File: src/rtl/pixel_write_sink.sv
// Buffers drawer pixels in a small FIFO ahead of the framebuffer write port.
// Out-of-range pixels are clipped and counted; in-range pixels lost to a full FIFO set overflow.
module pixel_write_sink #(
  parameter int unsigned DEPTH = 8,
  parameter int unsigned X_MAX = 159,
  parameter int unsigned Y_MAX = 119
) (
  input  logic        clk,
  input  logic        resetn,
  input  logic [7:0]  x_in,
  input  logic [6:0]  y_in,
  input  logic [2:0]  colour_in,
  input  logic        write_in,
  output logic        full,
  output logic [7:0]  x_out,
  output logic [6:0]  y_out,
  output logic [2:0]  colour_out,
  output logic        write_out,
  input  logic        mem_ready,
  output logic        overflow,
  output logic [7:0]  clip_count,
  output logic [15:0] pixel_count,
  output logic        idle
);

  localparam int unsigned AW = $clog2(DEPTH);
  localparam logic [AW:0] FullCount = (AW + 1)'(DEPTH);
  localparam logic [7:0]  XMax = X_MAX[7:0];
  localparam logic [6:0]  YMax = Y_MAX[6:0];

  logic [17:0]   mem_q [DEPTH];
  logic [AW-1:0] wr_ptr_q, rd_ptr_q;
  logic [AW:0]   count_q, count_d;
  logic          overflow_q;
  logic [7:0]    clip_count_q;
  logic [15:0]   pixel_count_q;

  logic in_range;
  logic push;
  logic pop;
  logic [17:0] head;

  assign in_range  = (x_in <= XMax) && (y_in <= YMax);
  assign full      = (count_q == FullCount);
  assign write_out = (count_q != '0);
  // Both conditions use pre-edge occupancy, so a pop never frees room for a same-edge push.
  assign push      = write_in && in_range && !full;
  assign pop       = write_out && mem_ready;

  assign head       = write_out ? mem_q[rd_ptr_q] : 18'd0;
  assign x_out      = head[17:10];
  assign y_out      = head[9:3];
  assign colour_out = head[2:0];

  assign idle        = !write_out && !write_in;
  assign overflow    = overflow_q;
  assign clip_count  = clip_count_q;
  assign pixel_count = pixel_count_q;

  always_comb begin
    count_d = count_q;
    unique case ({push, pop})
      2'b10:   count_d = count_q + 1'b1;
      2'b01:   count_d = count_q - 1'b1;
      default: count_d = count_q;
    endcase
  end

  always_ff @(posedge clk) begin
    if (!resetn) begin
      wr_ptr_q      <= '0;
      rd_ptr_q      <= '0;
      count_q       <= '0;
      overflow_q    <= 1'b0;
      clip_count_q  <= '0;
      pixel_count_q <= '0;
    end else begin
      count_q <= count_d;
      if (push) wr_ptr_q <= wr_ptr_q + 1'b1;
      if (pop) begin
        rd_ptr_q      <= rd_ptr_q + 1'b1;
        pixel_count_q <= pixel_count_q + 16'd1;
      end
      if (write_in && in_range && full) overflow_q <= 1'b1;
      if (write_in && !in_range && (clip_count_q != 8'hff)) clip_count_q <= clip_count_q + 8'd1;
    end
  end

  // Storage needs no reset; entries are only visible through the occupancy count.
  always_ff @(posedge clk) begin
    if (push) mem_q[wr_ptr_q] <= {x_in, y_in, colour_in};
  end

endmodule

File: config.mk
export PLATFORM = sky130hd
export DESIGN_NAME = pixel_write_sink
export DESIGN_NICKNAME = d
export VERILOG_FILES = /design/src/rtl/pixel_write_sink.sv
export SDC_FILE = /design/constraint.sdc
export NUM_CORES = 1
export LEC_CHECK = 0
export ABC_CLOCK_PERIOD_IN_PS = 9500
export CAP_MARGIN = 20
export CORE_MARGIN = 5
export CORE_UTILIZATION = 61
export DETAILED_ROUTE_END_ITERATION = 7
export GPL_ROUTABILITY_DRIVEN = 0
export GPL_TIMING_DRIVEN = 0
export PLACE_DENSITY = 0.89
export SYNTH_ARGS = -nofsm -noshare
export SYNTH_HDL_FRONTEND = slang
export SYNTH_SLANG_ARGS = --single-unit
File: constraint.sdc
create_clock -name clk -period 9.5 [get_ports clk]
set_clock_uncertainty 0.1 [all_clocks]
set_input_delay 1.9 -clock clk [delete_from_list [all_inputs] [get_ports clk]]
set_output_delay 1.9 -clock clk [all_outputs]
set_load 0.02 [all_outputs]
* After elaboration in Yosys (flattened, before gate mapping)
Memory sizes are Yosys's and may differ from the RTL's. A register that Yosys moved wholly into a read port is not among the register bits.
Index checks and enable logic that the tools add are counted.
** Word-level totals
- Register bits after elaboration :: 35
- Bits in latches :: 0
- Memory bits (writable) :: 144
- Logic and storage cells :: 39
- ROM bits :: 0
- Memories kept :: 1
- Input bits :: 22
** Memory list
- mem_q :: depth 8, width 18, read ports 1, clocked after Yosys merged registers in 1, write ports 1, line 31 : logic [17:0] mem_q [DEPTH];
** Operators by class
- Equality and inequality tests :: 4
- Shift operators :: 0
- Multipliers :: 0
- Multiplexer cells :: 6
- Reductions and logical operators :: 14
- Add/sub/neg operators :: 6
- Bitwise operators :: 0
- Magnitude comparators :: 2
- Div/mod/pow operators :: 0
** Operator list (count)
- $mux 18 :: 1
- $add 16x1->16 const B :: 1
- $add 8x1->8 const B :: 1
- $le 8x8->1 const B :: 1
- $logic_and 1x1->1 :: 8
- $ne 8x8->1 const B :: 1
- $pmux 4 s2 :: 1
- $le 7x7->1 const B :: 1
- $add 3x1->3 const B :: 2
- $mux 3 :: 2
- $add 4x1->4 const B :: 1
- $eq 4x4->1 const B :: 1
- $logic_not 1->1 :: 4
- $reduce_bool 4->1 :: 1
- $sub 4x1->4 const B :: 1
- $eq 2x1->1 const B :: 1
- $eq 2x2->1 const B :: 1
- $mux 1 :: 2
- $reduce_bool 2->1 :: 1

* Logic depth before layout (Yosys ltp)
Gate-level depths: netlist of the first run.
- Word-level depth :: 6
- Gate-level depth with buffers :: 10
- Mapped depth without buffers :: 9

* Least setup slack after synthesis of the first run
Ideal clock, no wire load.
- Path type :: input to register
- Start :: in x_in[6]
- End :: mem mem_q[4][0] (enable)
- Arrival :: 3.793 ns
- Data required time :: 8.984 ns
- Setup slack :: 5.191 ns
- Library setup time :: 0.416 ns
- Stages on the path :: 4
- Cell sequence :: o21ai_4 nand4b_4 or2_1 nor3_1
** Between the ends
- Longest elaborated chain between the ends :: 6
** RTL lines
- start: declaration :: line 10 : input logic [7:0] x_in,
- $le 8x8->1 :: line 43 : assign in_range = (x_in <= XMax) && (y_in <= YMax);
- $logic_and 1x1->1 :: line 43
- $logic_and 1x1->1 (2 in a row) :: line 47 : assign push = write_in && in_range && !full;
- $mux 1 :: line 91 : if (push) mem_q[wr_ptr_q] <= {x_in, y_in, colour_in};
- $mux 1 (not written as such) :: line 91
- end: declaration :: line 31
No other way between the ends.

* Final worst setup path of the first run
- Start :: in write_in
- End :: out idle
** Between the ends
- Longest elaborated chain between the ends :: 2
** RTL lines
- start: declaration :: line 13 : input logic write_in,
- $logic_not 1->1 :: line 55 : assign idle = !write_out && !write_in;
- $logic_and 1x1->1 :: line 55
- end: declaration :: line 23 : output logic idle
No other way between the ends.

==> impl_metrics.ini, run 1 <==
[timing]
finalCriticalPeriod_ns = 5.211
max_freq_ghz = 0.1919
worst-slew-pin-transition_ns = 0.9754
report.final.hold_viol_count = 0
grt_setup_unrepaired = no
max_slew_margin = 0.3462
maxSlewViolCount = 0
timing.final.crit_share = 0.5485
finalSetupViolCount = 0
setup-tns-final_ns = 0

[clock_tree]
postCtsHoldBufs = 0
count_of_instances_resized_after_the_clock_tree_is_built = 0
clk_path_buf_depth = 2
numCtsBuffers = 17
clk_root_buffer_cell = sky130_fd_sc_hd__clkbuf_16
cts_htree_levels = 4
clk-insertion-delay-late_ns = 0.42
path_clk_slew_ns = 0.06
count_of_buffers_added_by_post_cts_timing_repair_for_setup = 0
cts_tree = built
cts.sink_count = 182

[logic_synthesis]
syn_inst = 440
synth.area.mux_share = 0.1391
synth_simple_gate_area_share = 0.08606
synth_top_family_by_area = multiplexers
synth_area_in_adders = 0.01193
synth.yosys.warnings = 0
synth-compound-area-share = 0.03596
post_synth_xor_area_fraction = 0.01789
syn_area_um2 = 7342
ys_ff_latch = 182
synth.yosys.seq_area_share = 0.6926
synth-edff-count = 144
synth_async_sr_flop_share = 0
netlist-cell-type-count = 50
synth.net_count = 469
ys_dominant_reg_cell = sky130_fd_sc_hd__edfxtp_1
average_size_of_a_mapped_cell_um2 = 16.69

[final_layout]
antenna-diode-count = 0
utilization = 0.7480
final_layout_size_suffix_gt1_frac = 0.1828
nNetsFinal = 563
syn_to_final_growth_pct = 21.35

[job]
max-cap-violations = 0

[floorplan]
core.rowCount = 40
io_pins = 68
dieArea_um2 = 14330
fp.dieH_um = 119.7
core_area_um2 = 11910
die-width_um = 119.7
initial_utilization = 0.6164

[setup_path]
path_max_fanout = 5
cp_data_arrival_time_ns = 3.21
cp.required_ns = 7.50
timing.critical_path.from_type = input pin
worst_setup_ep_type = primary output
crit-reg2reg-launch = count_q[0]$_SDFFE_PN0P_
critPathKind = input pin to primary output
r2r_setup_slack_ns = 6.68
reg2reg_to = mem_q[4][4]$_DFFE_PP_
r2r_cells = 5

[drt]
postRouteWirelength_um = 15350
detail_route.wl_per_cell_um = 22.12
final_antenna_net_count = 0
drt-vias-per-instance = 6.059
vias = 4205
initialDrtViolationCount = 386
drc_violations = 0
firstDrtPassIters = 5

[power_and_ir_drop]
vdd_ir_drop_max_v = 0.0001296
powerDensity_nw_per_um2 = 236.1
p_leak_nw = 2.859
totalPowerFinal_mw = 2.104

[run_status]
outcome = finished, final reports clean

[hold_path]
hold_class = flip-flop to flip-flop
timing.hold.worst_endpoint = clip_count[6]$_SDFFE_PN0P_
worstHoldPathCells = 2
hold_path_startpoint = clip_count[6]$_SDFFE_PN0P_

[global_route]
number_of_global_route_vias_before_repair = 4417
wire_length_of_the_first_global_routing_pass_um = 24610
grtUsageTotal = 0.2304
grt_max_degree = 17
grt_remaining_overflow = 0
grt_antenna_before_repair = 0

[placed_design]
placement.io_buffers = 66
dp_hpwl_um = 9850
==> through the flow <==
stage               cell area, um^2  hold WS (ns)  instances  setup WS [ns]
finish                         8910        0.3884        694          4.289
CTS                            8910        0.3899        694          4.288
global placement               8187        0.3562        653          3.418
floorplan                      7342        0.3541        440          5.191
detailed placement             8369        0.3749        662          4.306
global route                   8910        0.4046        694          4.230
==> synthesized netlist by cell type (6+ instances only) <==
master                     count  share of area
sky130_fd_sc_hd__xnor2_1       6         0.0072
sky130_fd_sc_hd__ha_1          7          0.012
sky130_fd_sc_hd__or3_1         7         0.0060
sky130_fd_sc_hd__mux2i_1      21          0.029
sky130_fd_sc_hd__xor2_1        9          0.011
sky130_fd_sc_hd__clkbuf_1      7         0.0036
sky130_fd_sc_hd__mux4_2       36           0.11
sky130_fd_sc_hd__nand2_1      19         0.0097
sky130_fd_sc_hd__nand3_1      11         0.0075
sky130_fd_sc_hd__nor2_1       43          0.022
sky130_fd_sc_hd__a21oi_1      15          0.010
sky130_fd_sc_hd__o21ai_0      11         0.0075
sky130_fd_sc_hd__edfxtp_1    144           0.59
sky130_fd_sc_hd__dfxtp_1      38           0.10
==> state kept, by name (all words and copies together), names as in the netlist, named ones only <==
| signal | flops |
|---|---|
| overflow | 1 |
| rd_ptr_q | 3 |
| clip_count | 8 |
| mem_q | 144 |
| wr_ptr_q | 3 |
| pixel_count | 16 |
| count_q | 4 |
==> worst max path at each step <==
stage | startpoint | end | slack, ns | depth (start not counted)
final | write_in | idle | 4.29 | 3
after global routing | write_in | idle | 4.23 | 3
after CTS | write_in | idle | 4.29 | 3
after detailed placement | write_in | idle | 4.31 | 3
after global placement | x_in[5] | mem_q[4][4]$_DFFE_PP_ | 3.42 | 5
after floorplan | x_in[6] | mem_q[4][0]$_DFFE_PP_ | 5.19 | 4
==> layer usage <==
layer,share of wire,vias to the layer above,GRT usage
li1,-,1914,-
met1,0.39,2073,0.2885
met2,0.52,189,0.3916
met3,0.075,29,0.06126
met4,0.020,0,0.08017
met5,0,-,0
==> area by class of cell <==
class                   count  area, um^2
multi-input cells         233        2161
clock buffers              18       429.2
inverters                   6       25.02
repair buffers             75       818.3
flip-flops and latches    182        5085
plain buffers              19       96.34
clock inverters            14       111.4
fillers                   684        3002
well taps                 147       183.9
==> kinds of logic after synthesis <==
group / Yosys count
AO/OA/AOI/OAI: 39
XOR/XNOR: 15
adder cells (fa/ha/maj): 7
buffers and inverters: 25
flip-flops: 182
multiplexers: 57
AND/OR/NAND/NOR: 115
==> critical path: stages <==
cell	delay, ns
sky130_fd_sc_hd__clkdlybuf4s50_1	0.54
sky130_fd_sc_hd__nor2_1	0.15
sky130_fd_sc_hd__clkdlybuf4s50_1	0.61
==> placed cells by master (no fill, tap or decap), types with 6 or more instances in the layout <==
master / count
sky130_fd_sc_hd__ha_1: 7
sky130_fd_sc_hd__nand3_1: 11
sky130_fd_sc_hd__clkdlybuf4s50_1: 66
sky130_fd_sc_hd__nor2_2: 6
sky130_fd_sc_hd__mux2i_1: 21
sky130_fd_sc_hd__xor2_1: 9
sky130_fd_sc_hd__nand2_1: 19
sky130_fd_sc_hd__xnor2_1: 6
sky130_fd_sc_hd__nor2_1: 37
sky130_fd_sc_hd__mux4_2: 36
sky130_fd_sc_hd__clkbuf_1: 8
sky130_fd_sc_hd__dfxtp_1: 38
sky130_fd_sc_hd__a21oi_1: 15
sky130_fd_sc_hd__or3_1: 7
sky130_fd_sc_hd__o21ai_0: 11
sky130_fd_sc_hd__edfxtp_1: 144
sky130_fd_sc_hd__clkbuf_16: 17
==> where the power goes <==
part	total [mW]	switching, mW	internal (mW)	leakage [nW]
Combinational	0.554	0.309	0.245	0.997
Sequential	0.910	0.0201	0.890	1.61
Clock	0.640	0.283	0.357	0.252
Total	2.10	0.612	1.49	2.86
Note: power is estimated with default switching activity, not from simulation.
==> run 2, diff against run 1 <==
- ABC_CLOCK_PERIOD_IN_PS: 9500 -> 4200
- CORE_UTILIZATION: 61 -> 51
- PLACE_DENSITY: 0.89 -> 0.8
- clock period: 9.5 -> 4.2 ns (I/O delays scaled with it)
==> impl_metrics.ini, run 2 (synthesis gave the netlist of run 1 again) <==
[run_status]
outcome = finished, final reports clean

[setup_path]
worst_setup_ep_type = primary output
r2r_setup_slack_ns = 1.42
critical-path-top-delay-family = buffers and inverters
cp.required_ns = 3.26
timing.critical_path.from_type = flip-flop
path_max_fanout = 10
cp_slowest_stage_delay_ns = 0.70
worstPathCellList = buf_2 > nor4_4 > clkbuf_1 > nor2_1 > clkdlybuf4s50_1
combined_buffer_and_inverter_count_along_the_critical_path = 3
critPathKind = flip-flop to primary output
cpMaxStageDelayCell = sky130_fd_sc_hd__nor4_4
cp_data_arrival_time_ns = 2.89

[clock_tree]
cts_htree_levels = 4
cts_tree = built
numCtsBuffers = 17
path_clk_slew_ns = 0.06
postCtsHoldBufs = 0
count_of_instances_resized_after_the_clock_tree_is_built = 0
cts.sink_count = 182
clk_path_buf_depth = 2
clk_root_buffer_cell = sky130_fd_sc_hd__clkbuf_16
count_of_buffers_added_by_post_cts_timing_repair_for_setup = 0
clk-insertion-delay-late_ns = 0.42

[timing]
worst-slew-pin-transition_ns = 1.096
setup-tns-final_ns = 0
finalSetupViolCount = 0
grt_setup_unrepaired = no
timing.final.crit_share = 0.9125
report.final.hold_viol_count = 0
max_slew_margin = 0.2651
maxSlewViolCount = 0
hold_slack_ns = 0.3871
finalCriticalPeriod_ns = 3.833
max_freq_ghz = 0.2609

[drt]
final_antenna_net_count = 0
postRouteWirelength_um = 14980
vias = 4152
initialDrtViolationCount = 281
drc_violations = 0
drt-vias-per-instance = 5.711
firstDrtPassIters = 5
detail_route.wl_per_cell_um = 20.60

[power_and_ir_drop]
vdd_ir_drop_max_v = 0.0003493
p_leak_nw = 2.866
powerDensity_nw_per_um2 = 537.9
totalPowerFinal_mw = 4.810

[final_layout]
syn_to_final_growth_pct = 21.80
multi_input_comb_area_um2 = 2161
final_layout_size_suffix_gt1_frac = 0.1865
instances_no_fill = 727
final_common_cell = sky130_fd_sc_hd__edfxtp_1
fillers = 958
area.sequential_um2 = 5085
largest-register = mem_q
nNetsFinal = 563
largest_reg_flops = 144
most-common-layout-cells = sky130_fd_sc_hd__edfxtp_1 (144), sky130_fd_sc_hd__clkdlybuf4s50_1 (66), sky130_fd_sc_hd__dfxtp_1 (38)
antenna-diode-count = 0

[placed_design]
dp_hpwl_um = 9769
dp.cells = 695
placement.io_buffers = 66

[floorplan]
fp.dieH_um = 130.0
core_area_um2 = 13990
initial_utilization = 0.5249
io_pins = 68
dieArea_um2 = 16900
core.rowCount = 43
die-width_um = 130.0

[global_route]
number_of_global_route_vias_before_repair = 4312
grt_remaining_overflow = 0
grt_max_degree = 17
grtUsageTotal = 0.1905
wire_length_of_the_first_global_routing_pass_um = 23820
grt_antenna_before_repair = 0

[job]
max-cap-violations = 0

[hold_path]
hold_class = flip-flop to flip-flop
[run 2: power breakdown]
part	leakage [nW]	switching, mW	total (mW)	internal, mW
registers	1.61	0.0451	2.06	2.01
clock network	0.271	0.644	1.51	0.869
logic	0.986	0.691	1.24	0.549
[run 2: layout make-up]
| class | count | area share |
|---|---|---|
| plain buffers | 19 | 0.01077 |
| clock buffers | 18 | 0.04799 |
| clock inverters | 14 | 0.01525 |
| inverters | 6 | 0.002798 |
| multi-input cells | 233 | 0.2416 |
| flip-flops and latches | 182 | 0.5686 |
| well taps | 180 | 0.02519 |
| repair buffers | 75 | 0.08773 |
[run 2: routing by layer]
layer,up-vias,GRT usage,share of wire
met1,2073,0.2515,0.42
met5,-,0,0
li1,1915,-,-
met3,20,0.04339,0.065
met4,0,0.06663,0.018
met2,144,0.3139,0.50
[run 2: path summary, 6_finish.rpt]
kind,start,end,cells past startpoint
max,count_q[1]$_SDFFE_PN0P_,x_out[6],5
min,overflow$_SDFFE_PN0P_,overflow$_SDFFE_PN0P_,2
max reg2reg,count_q[0]$_SDFFE_PN0P_,mem_q[0][17]$_DFFE_PP_,5
min reg2reg,overflow$_SDFFE_PN0P_,overflow$_SDFFE_PN0P_,2
[run 2: worst reg2reg max path: cells and delay by family (launching register included)]
| family | cells | cell delay [ns] |
|---|---|---|
| buffers and inverters | 1 | 0.25 |
| flip-flops | 1 | 0.57 |
| AND/OR/NAND/NOR | 4 | 1.57 |
[run 2: through the flow]
stage / utilization / worst slack, ns / area [um^2]
floorplan: - / 0.9511 / 7342
global placement: 0.5882 / -0.9893 / 8228
finish: 0.6393 / 0.3675 / 8942
detailed placement: 0.5988 / 0.4545 / 8377
CTS: 0.6393 / 0.2513 / 8942
global route: 0.6393 / 0.1929 / 8942
==> run 3, diff against run 2 <==
- SLEW_MARGIN: default -> 15
==> impl_metrics.ini, run 3 (synthesis gave the netlist of run 1 again) <==
[drt]
initialDrtViolationCount = 211
final_antenna_net_count = 0
firstDrtPassIters = 4
drc_violations = 0
vias = 4151
postRouteWirelength_um = 14990
drt-vias-per-instance = 5.702
detail_route.wl_per_cell_um = 20.59

[clock_tree]
numCtsBuffers = 17
clk-insertion-delay-late_ns = 0.42
clk_root_buffer_cell = sky130_fd_sc_hd__clkbuf_16
clk_path_buf_depth = 2
path_clk_slew_ns = 0.06
cts.sink_count = 182
count_of_instances_resized_after_the_clock_tree_is_built = 0
cts_htree_levels = 4
cts_tree = built
count_of_buffers_added_by_post_cts_timing_repair_for_setup = 0
postCtsHoldBufs = 0

[floorplan]
fp.dieH_um = 130.0
core_area_um2 = 13990
io_pins = 68
die-width_um = 130.0
dieArea_um2 = 16900
core.rowCount = 43
initial_utilization = 0.5249

[timing]
setup-tns-final_ns = 0
finalSetupViolCount = 0
finalCriticalPeriod_ns = 3.919
grt_setup_unrepaired = no
hold_slack_ns = 0.3923
max_freq_ghz = 0.2551
report.final.hold_viol_count = 0
worst-slew-pin-transition_ns = 0.8557
max_slew_margin = 0.4253
maxSlewViolCount = 0
timing.final.crit_share = 0.9332

[global_route]
number_of_global_route_vias_before_repair = 4445
wire_length_of_the_first_global_routing_pass_um = 24030
grt_max_degree = 17
grt_antenna_before_repair = 0
grt_remaining_overflow = 0
grtUsageTotal = 0.1914

[placed_design]
dp_hpwl_um = 9758
placement.io_buffers = 66
dp.cells = 696

[setup_path]
cp.required_ns = 3.26
crit-reg2reg-launch = count_q[1]$_SDFFE_PN0P_
critical_path.startpoint = count_q[1]$_SDFFE_PN0P_
cp_slowest_stage_delay_ns = 0.73
cpMaxStageDelayCell = sky130_fd_sc_hd__nor4_4
r2r_cells = 10
cp_data_arrival_time_ns = 2.98
worstPathCellList = buf_2 > nor4_4 > clkbuf_1 > nor2_1 > clkdlybuf4s50_1
path_max_fanout = 10
r2r_setup_slack_ns = 1.58
timing.critical_path.from_type = flip-flop
worst_setup_ep_type = primary output
critPathKind = flip-flop to primary output
reg2reg_to = count_q[2]$_SDFFE_PN0P_

[final_layout]
instances_no_fill = 728
multi_input_comb_area_um2 = 2161
final_common_cell = sky130_fd_sc_hd__edfxtp_1
area.sequential_um2 = 5085
largest_reg_flops = 144
antenna-diode-count = 0
most-common-layout-cells = sky130_fd_sc_hd__edfxtp_1 (144), sky130_fd_sc_hd__clkdlybuf4s50_1 (66), sky130_fd_sc_hd__dfxtp_1 (38)
syn_to_final_growth_pct = 21.73
final_layout_size_suffix_gt1_frac = 0.1861
utilization = 0.6389
nNetsFinal = 564
fillers = 952
largest-register = mem_q

[power_and_ir_drop]
vdd_ir_drop_max_v = 0.0003109
totalPowerFinal_mw = 4.819
p_leak_nw = 2.866
powerDensity_nw_per_um2 = 539.2

[hold_path]
worstHoldPathCells = 2
hold_class = flip-flop to flip-flop
timing.hold.worst_endpoint = wr_ptr_q[2]$_SDFFE_PN0P_
hold_path_startpoint = wr_ptr_q[2]$_SDFFE_PN0P_

[run_status]
outcome = finished, final reports clean

[job]
max-cap-violations = 0
-- run 3: cell types whose count changed in the layout (fill, tap and decap cells not counted) --
cell                       before  now
sky130_fd_sc_hd__buf_4          3    6
sky130_fd_sc_hd__buf_6          4    3
sky130_fd_sc_hd__buf_8          6    5
sky130_fd_sc_hd__clkbuf_1       8    7
sky130_fd_sc_hd__clkinv_1       2    4
sky130_fd_sc_hd__clkinv_2       4    3
-- run 3: layer usage --
metal / GRT usage / wire (um) / vias up
li1: - / - / 1916
met1: 0.2504 / 6425 / 2077
met2: 0.3130 / 7515 / 138
met3: 0.05199 / 829 / 20
met4: 0.06479 / 222 / 0
met5: 0 / 0 / -
-- run 3: stage by stage --
stage               setup slack [ns]  instance area (um^2)
global route                  0.1529                  8937
finish                        0.2807                  8937
CTS                           0.2382                  8937
detailed placement            0.6163                  8373
global placement             -0.9893                  8228
floorplan                     0.9511                  7342
-- run 3: worst max-delay path: cells and delay by family, from the launching register on --
| family | cells | cell delay [ns] |
|---|---|---|
| AND/OR/NAND/NOR | 2 | 0.91 |
| buffers and inverters | 3 | 1.33 |
| flip-flops | 1 | 0.31 |
-- run 3: worst max path at each step --
stage / slack (ns) / endpoint
floorplan: 0.95 / mem_q[4][0]$_DFFE_PP_
global placement: -0.99 / mem_q[4][13]$_DFFE_PP_
detailed placement: 0.62 / mem_q[6][17]$_DFFE_PP_
CTS: 0.24 / x_out[6]
global route: 0.15 / x_out[6]
finish: 0.28 / x_out[6]
-- run 3: power by group --
part	leakage (nW)	total (mW)	switching (mW)	internal (mW)
sequential	1.61	2.06	0.0441	2.01
clock	0.269	1.52	0.651	0.866
combinational	0.988	1.25	0.697	0.549
-- run 3: cell type report --
cell class              instances  area share
flip-flops and latches        182      0.5689
clock buffers                  17     0.04760
inverters                       6    0.002800
multi-input cells             233      0.2418
well taps                     180     0.02520
repair buffers                 76     0.08736
plain buffers                  19     0.01078
clock inverters                15     0.01554
